File: src/rtl/split_sampler_pkg.sv
// split_sampler shared types and helpers.
// State encoding, default LFSR constants and the Galois step function.
package split_pkg;

  typedef enum logic [1:0] {
    IDLE  = 2'd0,
    PROBE = 2'd1,
    HOLD  = 2'd2
  } split_state_t;

  localparam logic [15:0] SEED_DEF = 16'hACE1;
  localparam logic [15:0] TAPS_DEF = 16'hB400;
  localparam int LFSR_MAXW = 64;

  // Wide enough for any WIDTH; callers zero-extend and truncate.
  function automatic logic [LFSR_MAXW-1:0] lfsr_next(
    input logic [LFSR_MAXW-1:0] s,
    input logic [LFSR_MAXW-1:0] taps
  );
    return (s >> 1) ^ (s[0] ? taps : '0);
  endfunction

endpackage

File: src/rtl/split_sampler_if.sv
// split_sampler request / checker / result bundle.
// master = requester and checker side, slave = sampler.
interface split_sampler_if #(
  parameter int WIDTH     = 16,
  parameter int MAX_TRIES = 64,
  parameter int TW        = $clog2(MAX_TRIES + 1)
);
  logic             req_valid;
  logic             req_ready;
  logic             seed_load;
  logic [WIDTH-1:0] seed_value;
  logic [WIDTH-1:0] cand;
  logic             chk_x;
  logic             sol_valid;
  logic             sol_ready;
  logic [WIDTH-1:0] sol_data;
  logic [TW-1:0]    sol_tries;
  logic             sol_fail;

  modport master (
    output req_valid, seed_load, seed_value,
    output chk_x, sol_ready,
    input  req_ready, cand, sol_valid,
    input  sol_data, sol_tries, sol_fail
  );

  modport slave (
    input  req_valid, seed_load, seed_value,
    input  chk_x, sol_ready,
    output req_ready, cand, sol_valid,
    output sol_data, sol_tries, sol_fail
  );
endinterface

File: src/rtl/split_sampler_lfsr.sv
// Candidate LFSR for split_sampler.
// Seed load with zero substitution, advance enable, else frozen.
module split_lfsr
  import split_pkg::*;
#(
  parameter int               WIDTH = 16,
  parameter logic [WIDTH-1:0] SEED  = WIDTH'(SEED_DEF),
  parameter logic [WIDTH-1:0] TAPS  = WIDTH'(TAPS_DEF)
) (
  input  logic             clk,
  input  logic             rst_n,
  input  logic             load_i,
  input  logic [WIDTH-1:0] seed_i,
  input  logic             adv_i,
  output logic [WIDTH-1:0] q_o
);

  logic [WIDTH-1:0] q_q, q_d;

  // A zero state would lock the LFSR, so it is never loaded.
  always_comb begin
    q_d = q_q;
    if (load_i) begin
      q_d = (seed_i == '0) ? SEED : seed_i;
    end else if (adv_i) begin
      q_d = WIDTH'(lfsr_next(LFSR_MAXW'(q_q),
                             LFSR_MAXW'(TAPS)));
    end
  end

  always_ff @(posedge clk or negedge rst_n) begin
    if (!rst_n) q_q <= SEED;
    else        q_q <= q_d;
  end

  assign q_o = q_q;

endmodule

File: src/rtl/split_sampler.sv
// split_sampler: drives LFSR candidates into a split checker
// and returns the first satisfying one or a fail after MAX_TRIES.
module split_sampler
  import split_pkg::*;
#(
  parameter int               WIDTH     = 16,
  parameter logic [WIDTH-1:0] SEED      = WIDTH'(SEED_DEF),
  parameter logic [WIDTH-1:0] TAPS      = WIDTH'(TAPS_DEF),
  parameter int               MAX_TRIES = 64,
  parameter int               TW        = $clog2(MAX_TRIES + 1)
) (
  input logic            clk,
  input logic            rst_n,
  split_sampler_if.slave bus
);

  split_state_t     state_q, state_d;
  logic [TW-1:0]    tries_q, tries_d, tries_inc;
  logic [TW-1:0]    stries_q, stries_d;
  logic [WIDTH-1:0] data_q, data_d;
  logic             fail_q, fail_d;
  logic             is_idle, is_probe, is_hold;

  assign is_idle   = (state_q == IDLE);
  assign is_probe  = (state_q == PROBE);
  assign is_hold   = (state_q == HOLD);
  assign tries_inc = tries_q + 1'b1;

  split_lfsr #(
    .WIDTH (WIDTH),
    .SEED  (SEED),
    .TAPS  (TAPS)
  ) u_lfsr (
    .clk    (clk),
    .rst_n  (rst_n),
    .load_i (is_idle & bus.seed_load),
    .seed_i (bus.seed_value),
    .adv_i  (is_probe),
    .q_o    (bus.cand)
  );

  always_comb begin
    state_d  = state_q;
    tries_d  = tries_q;
    stries_d = stries_q;
    data_d   = data_q;
    fail_d   = fail_q;
    unique case (1'b1)
      is_idle: begin
        if (bus.req_valid) begin
          state_d = PROBE;
          tries_d = '0;
        end
      end
      is_probe: begin
        tries_d = tries_inc;
        // A hit on the last try still wins over the fail path.
        if (bus.chk_x) begin
          state_d  = HOLD;
          data_d   = bus.cand;
          stries_d = tries_inc;
          fail_d   = 1'b0;
        end else if (tries_inc == TW'(MAX_TRIES)) begin
          state_d  = HOLD;
          data_d   = '0;
          stries_d = TW'(MAX_TRIES);
          fail_d   = 1'b1;
        end
      end
      is_hold: begin
        if (bus.sol_ready) state_d = IDLE;
      end
      default: state_d = IDLE;
    endcase
  end

  always_ff @(posedge clk or negedge rst_n) begin
    if (!rst_n) begin
      state_q  <= IDLE;
      tries_q  <= '0;
      stries_q <= '0;
      data_q   <= '0;
      fail_q   <= 1'b0;
    end else begin
      state_q  <= state_d;
      tries_q  <= tries_d;
      stries_q <= stries_d;
      data_q   <= data_d;
      fail_q   <= fail_d;
    end
  end

  assign bus.req_ready = is_idle;
  assign bus.sol_valid = is_hold;
  assign bus.sol_data  = data_q;
  assign bus.sol_tries = stries_q;
  assign bus.sol_fail  = fail_q;

endmodule

File: src/flat_wrapper.sv
// flat-port wrapper written by rule: the top's interface ports become plain ports
module split_sampler_flat import split_pkg::*;
#(
  parameter int               WIDTH     = 16,
  parameter logic [WIDTH-1:0] SEED      = WIDTH'(SEED_DEF),
  parameter logic [WIDTH-1:0] TAPS      = WIDTH'(TAPS_DEF),
  parameter int               MAX_TRIES = 64,
  parameter int               TW        = $clog2(MAX_TRIES + 1)
)
  (clk, rst_n, bus_req_valid, bus_seed_load, bus_seed_value, bus_chk_x, bus_sol_ready, bus_req_ready, bus_cand, bus_sol_valid, bus_sol_data, bus_sol_tries, bus_sol_fail);
  split_sampler_if #(.WIDTH(WIDTH), .MAX_TRIES(MAX_TRIES), .TW(TW)) bus_i ();
  input logic clk;
  input logic rst_n;
  input wire logic [$bits(bus_i.req_valid)-1:0] bus_req_valid;
  input wire logic [$bits(bus_i.seed_load)-1:0] bus_seed_load;
  input wire logic [$bits(bus_i.seed_value)-1:0] bus_seed_value;
  input wire logic [$bits(bus_i.chk_x)-1:0] bus_chk_x;
  input wire logic [$bits(bus_i.sol_ready)-1:0] bus_sol_ready;
  output wire logic [$bits(bus_i.req_ready)-1:0] bus_req_ready;
  output wire logic [$bits(bus_i.cand)-1:0] bus_cand;
  output wire logic [$bits(bus_i.sol_valid)-1:0] bus_sol_valid;
  output wire logic [$bits(bus_i.sol_data)-1:0] bus_sol_data;
  output wire logic [$bits(bus_i.sol_tries)-1:0] bus_sol_tries;
  output wire logic [$bits(bus_i.sol_fail)-1:0] bus_sol_fail;
  assign bus_i.req_valid = bus_req_valid;
  assign bus_i.seed_load = bus_seed_load;
  assign bus_i.seed_value = bus_seed_value;
  assign bus_i.chk_x = bus_chk_x;
  assign bus_i.sol_ready = bus_sol_ready;
  assign bus_req_ready = bus_i.req_ready;
  assign bus_cand = bus_i.cand;
  assign bus_sol_valid = bus_i.sol_valid;
  assign bus_sol_data = bus_i.sol_data;
  assign bus_sol_tries = bus_i.sol_tries;
  assign bus_sol_fail = bus_i.sol_fail;
  split_sampler #(.WIDTH(WIDTH), .SEED(SEED), .TAPS(TAPS), .MAX_TRIES(MAX_TRIES), .TW(TW)) u_core (.clk(clk), .rst_n(rst_n), .bus(bus_i));
endmodule
File: config.mk
export PLATFORM = sky130hd
export DESIGN_NAME = split_sampler_flat
export DESIGN_NICKNAME = d
export VERILOG_FILES = /design/src/rtl/split_sampler_pkg.sv /design/src/rtl/split_sampler_if.sv /design/src/rtl/split_sampler_lfsr.sv /design/src/rtl/split_sampler.sv /design/src/flat_wrapper.sv
export SDC_FILE = /design/constraint.sdc
export NUM_CORES = 1
export LEC_CHECK = 0
export ABC_AREA = 0
export BUFFER_PORTS_ARGS = -buffer_cell sky130_fd_sc_hd__buf_4
export CORE_ASPECT_RATIO = 1.1
export CORE_UTILIZATION = 51
export DETAILED_ROUTE_END_ITERATION = 6
export PLACE_DENSITY_LB_ADDON = 0.2
export SYNTH_ARGS = -nofsm -noshare
export SYNTH_HDL_FRONTEND = slang
export SYNTH_SLANG_ARGS = --single-unit
export TNS_END_PERCENT = 100
File: constraint.sdc
create_clock -name clk -period 2.3 [get_ports clk]
set_input_delay 0.345 -clock clk [delete_from_list [all_inputs] [get_ports clk]]
set_output_delay 0.345 -clock clk [all_outputs]
set_load 0.03 [all_outputs]
==> out/metrics.cfg <==
[critical_path]
cpPeakStageDelay_ps=470
crit_path_top_delay_cell=dfrtp_1
cp_max_fo=18
path_cells=ha_1 -> nand2_1 -> a311oi_2 -> o221ai_2 -> buf_4 -> a22o_1
rr_worst_depth=6
crit_buf_inv=1
critPathLaunchType=register
worstSetupPathType=reg -> reg
crit_family=compound AO/OA/AOI/OAI gates
endpoint_kind=register
path_depth=6
worstPathRequired_ps=2490
cp_data_arrival_time_ps=2160

[yosys]
synth_area_per_cell_um2=11.14
async_flop_share_pct=100.0
synth_xor_area_share_pct=3.099
synth_top_family_by_area=compound AO/OA/AOI/OAI gates
synth_area_leader_cell=dfrtp_1
synth_mux_area_share_pct=0.9408
synth.net_count=226
synthAdderAreaFrac_pct=0.5534
synth.distinct_cells=47
synth_warnings=0
synth_area_mm2=0.002261
synth_edf_count=0
ys_seq_elements=49
synthFlopType=dfrtp_1
synthTopCellsByArea=dfrtp_1 (45%), dfstp_2 (9.3%), a22o_1 (9.3%), a22oi_1 (2.7%), nand2_1 (2.5%)
synth_compound_area_share_pct=24.07
yosysSeqAreaShare_pct=54.68
synthSimpleGateAreaFrac_pct=11.84
synth_top_area_share_pct=45.38
syn_inst=203

[drt]
routedWlPerCell_um=16.81
viasPerCell=5.771
vias=1841
drtIter0Drc=147
ant_nets=0
drt-total-wl_um=5362
drc=0
firstDrtPassIters=4

[cts]
ctsHoldBuffers=0
numCtsBuffers=5
post_cts_buffers=0
cts_resized=0
root_buffer=clkbuf_8
clk_pin_slew_ps=80
clockBufferDepth=2
cts_num_sinks=49
cts_tree=built
h-tree-depth=2
clock_latency_ps=310

[final_layout]
final_cell_mix=buf_4 (69), dfrtp_1 (41), a22o_1 (24), nand2_1 (15), nor2_1 (12)
fin_nets=287
layout_commonest_cell=buf_4
area.growth.synth_to_final_pct=26.34
num_antenna_cells=0
drive_gt1_share_pct=36.60

[global_route]
antenna_found_initial=0
grt_usage_pct=24.84
grt_pass1_vias=1732
grt_max_degree=50
grt-ovfl-total=0
grt_pass1_wl_um=8749

[power_and_ir_drop]
sw_frac_of_total_pct=44.47
p_sw_mw=1.904
ir_drop_uv=921.7
power-per-cell-area_mw_per_mm2=1499
intPower_mw=2.377
seq_power_share_pct=39.0
power_frac_comb_pct=48.7
power_frac_clock_pct=12.3
power.leakage_nw=1.366

[floorplanning]
die_width_um=65.49
ioPinCount=64
die_area_mm2=0.004704
design.core.area_mm2=0.004285
die_h_um=71.83
initial_core_util_pct=52.76
fp-row-count=25

[timing]
hold_viol=0
slew_viol_final=0
hold_ws_ps=38.07
rsz0062_at_grt=false
setup_tns_ps=0
worstMarginPinSlew_ps=724.5
post-route-period-util_pct=85.49
finClkSkew_ps=11.58
timing.fmax_mhz=508.6
finalCriticalPeriod_ps=1966
setup_ws_ps=333.8
max-slew-margin-rel_pct=51.52
setup_viol=0

[placed_design]
dp_hpwl_um=3776
dp_slack_ps=376.0
port_buffers=63
gp_congestion=0.9185

[outcome]
status=complete, no violations

[job]
drv_cap=0

[hold_path]
hold_class=in -> async

==> per-layer routing <==
metal	track usage [%]	up-vias	wire (um)	share of wire [%]
li1	-	873	-	-
met1	34.92	906	2352	44
met2	38.26	55	2656	50
met3	5.096	7	280	5.2
met4	8.696	0	72	1.3
met5	0	-	0	0
==> stage by stage <==
| step | instance area (um2) | utilization, % | std cells | power (mW) |
|---|---|---|---|---|
| 5_1_grt | 2856 | 66.66 | 319 | 4.523 |
| 3_3_place_gp | 2760 | 64.41 | 311 | 3.753 |
| 6_report | 2856 | 66.66 | 319 | 4.281 |
| 4_1_cts | 2856 | 66.66 | 319 | 4.310 |
| 2_1_floorplan | 2261 | - | 203 | 2.947 |
| 3_5_place_dp | 2760 | 64.41 | 311 | 3.773 |
==> final cells by class <==
class	instances	area [um2]
Tap cell	54	67.56
Timing Repair Buffer	69	518.0
Clock inverter	2	13.76
Clock buffer	6	82.58
Inverter	6	22.52
Multi-Input combinational cell	133	915.9
Sequential cell	49	1236
Fill cell	346	1429
==> sequential cells by signal (all words and copies together) (netlist names) <==
signal / cells
u_core.bus.sol_data: 16
u_core.u_lfsr.q_o: 16
u_core.bus.sol_tries: 7
u_core.tries_q: 7
u_core.state_q: 2
u_core.bus.sol_fail: 1
==> power by group through the flow <==
stage | clock (mW) | sequential (mW) | combinational (mW)
after floorplan | 0 | 2.23 | 0.713
after global placement | 0 | 1.69 | 2.07
after detailed placement | 0 | 1.67 | 2.10
after CTS | 0.539 | 1.67 | 2.10
after global routing | 0.575 | 1.72 | 2.23
final | 0.528 | 1.67 | 2.09
==> cell usage after synthesis (all sizes together), types with 3 or more instances <==
cell and n:
dfrtp 41, a22o 26, nand2 16, nor2 12, o21ai 11, buf 10
a22oi 9, dfstp 8, nor3 7, inv 6, o22ai 6, clkbuf 5
nor4 5, xnor2 4, xor2 4, a21oi 3, nand2b 3, nand3 3
==> worst paths after layout <==
| check | from | end | slack (ps) |
|---|---|---|---|
| worst max-delay path | u_core.tries_q[0]$_DFFE_PN0P_ | u_core.bus.sol_tries[1]$_DFFE_PN0P_ | 330 |
| worst min-delay path | rst_n | u_core.tries_q[5]$_DFFE_PN0P_ | 40 |
| worst max register to register | u_core.tries_q[0]$_DFFE_PN0P_ | u_core.bus.sol_tries[1]$_DFFE_PN0P_ | 330 |
| max in group asynchronous | rst_n | u_core.bus.sol_data[6]$_DFFE_PN0P_ | 1860 |
| worst min register to register | u_core.bus.sol_data[3]$_DFFE_PN0P_ | u_core.bus.sol_data[3]$_DFFE_PN0P_ | 500 |
| min in group clk | bus_req_valid | u_core.state_q[0]$_DFFE_PN0P_ | 270 |
==> logic make-up (layout without fill, tap and decap cells) <==
| logic type | count (synthesis) | after routing |
|---|---|---|
| buffers and inverters | 21 | 83 |
| and+or+nand+nor | 53 | 53 |
| xor gates and xnor gates | 8 | 8 |
| DFF | 49 | 49 |
| muxes | 2 | 2 |
| adders and majority gates | 1 | 1 |
| AOI/OAI and AO/OA | 69 | 69 |
No activity file was read; power rests on OpenSTA's default activity.
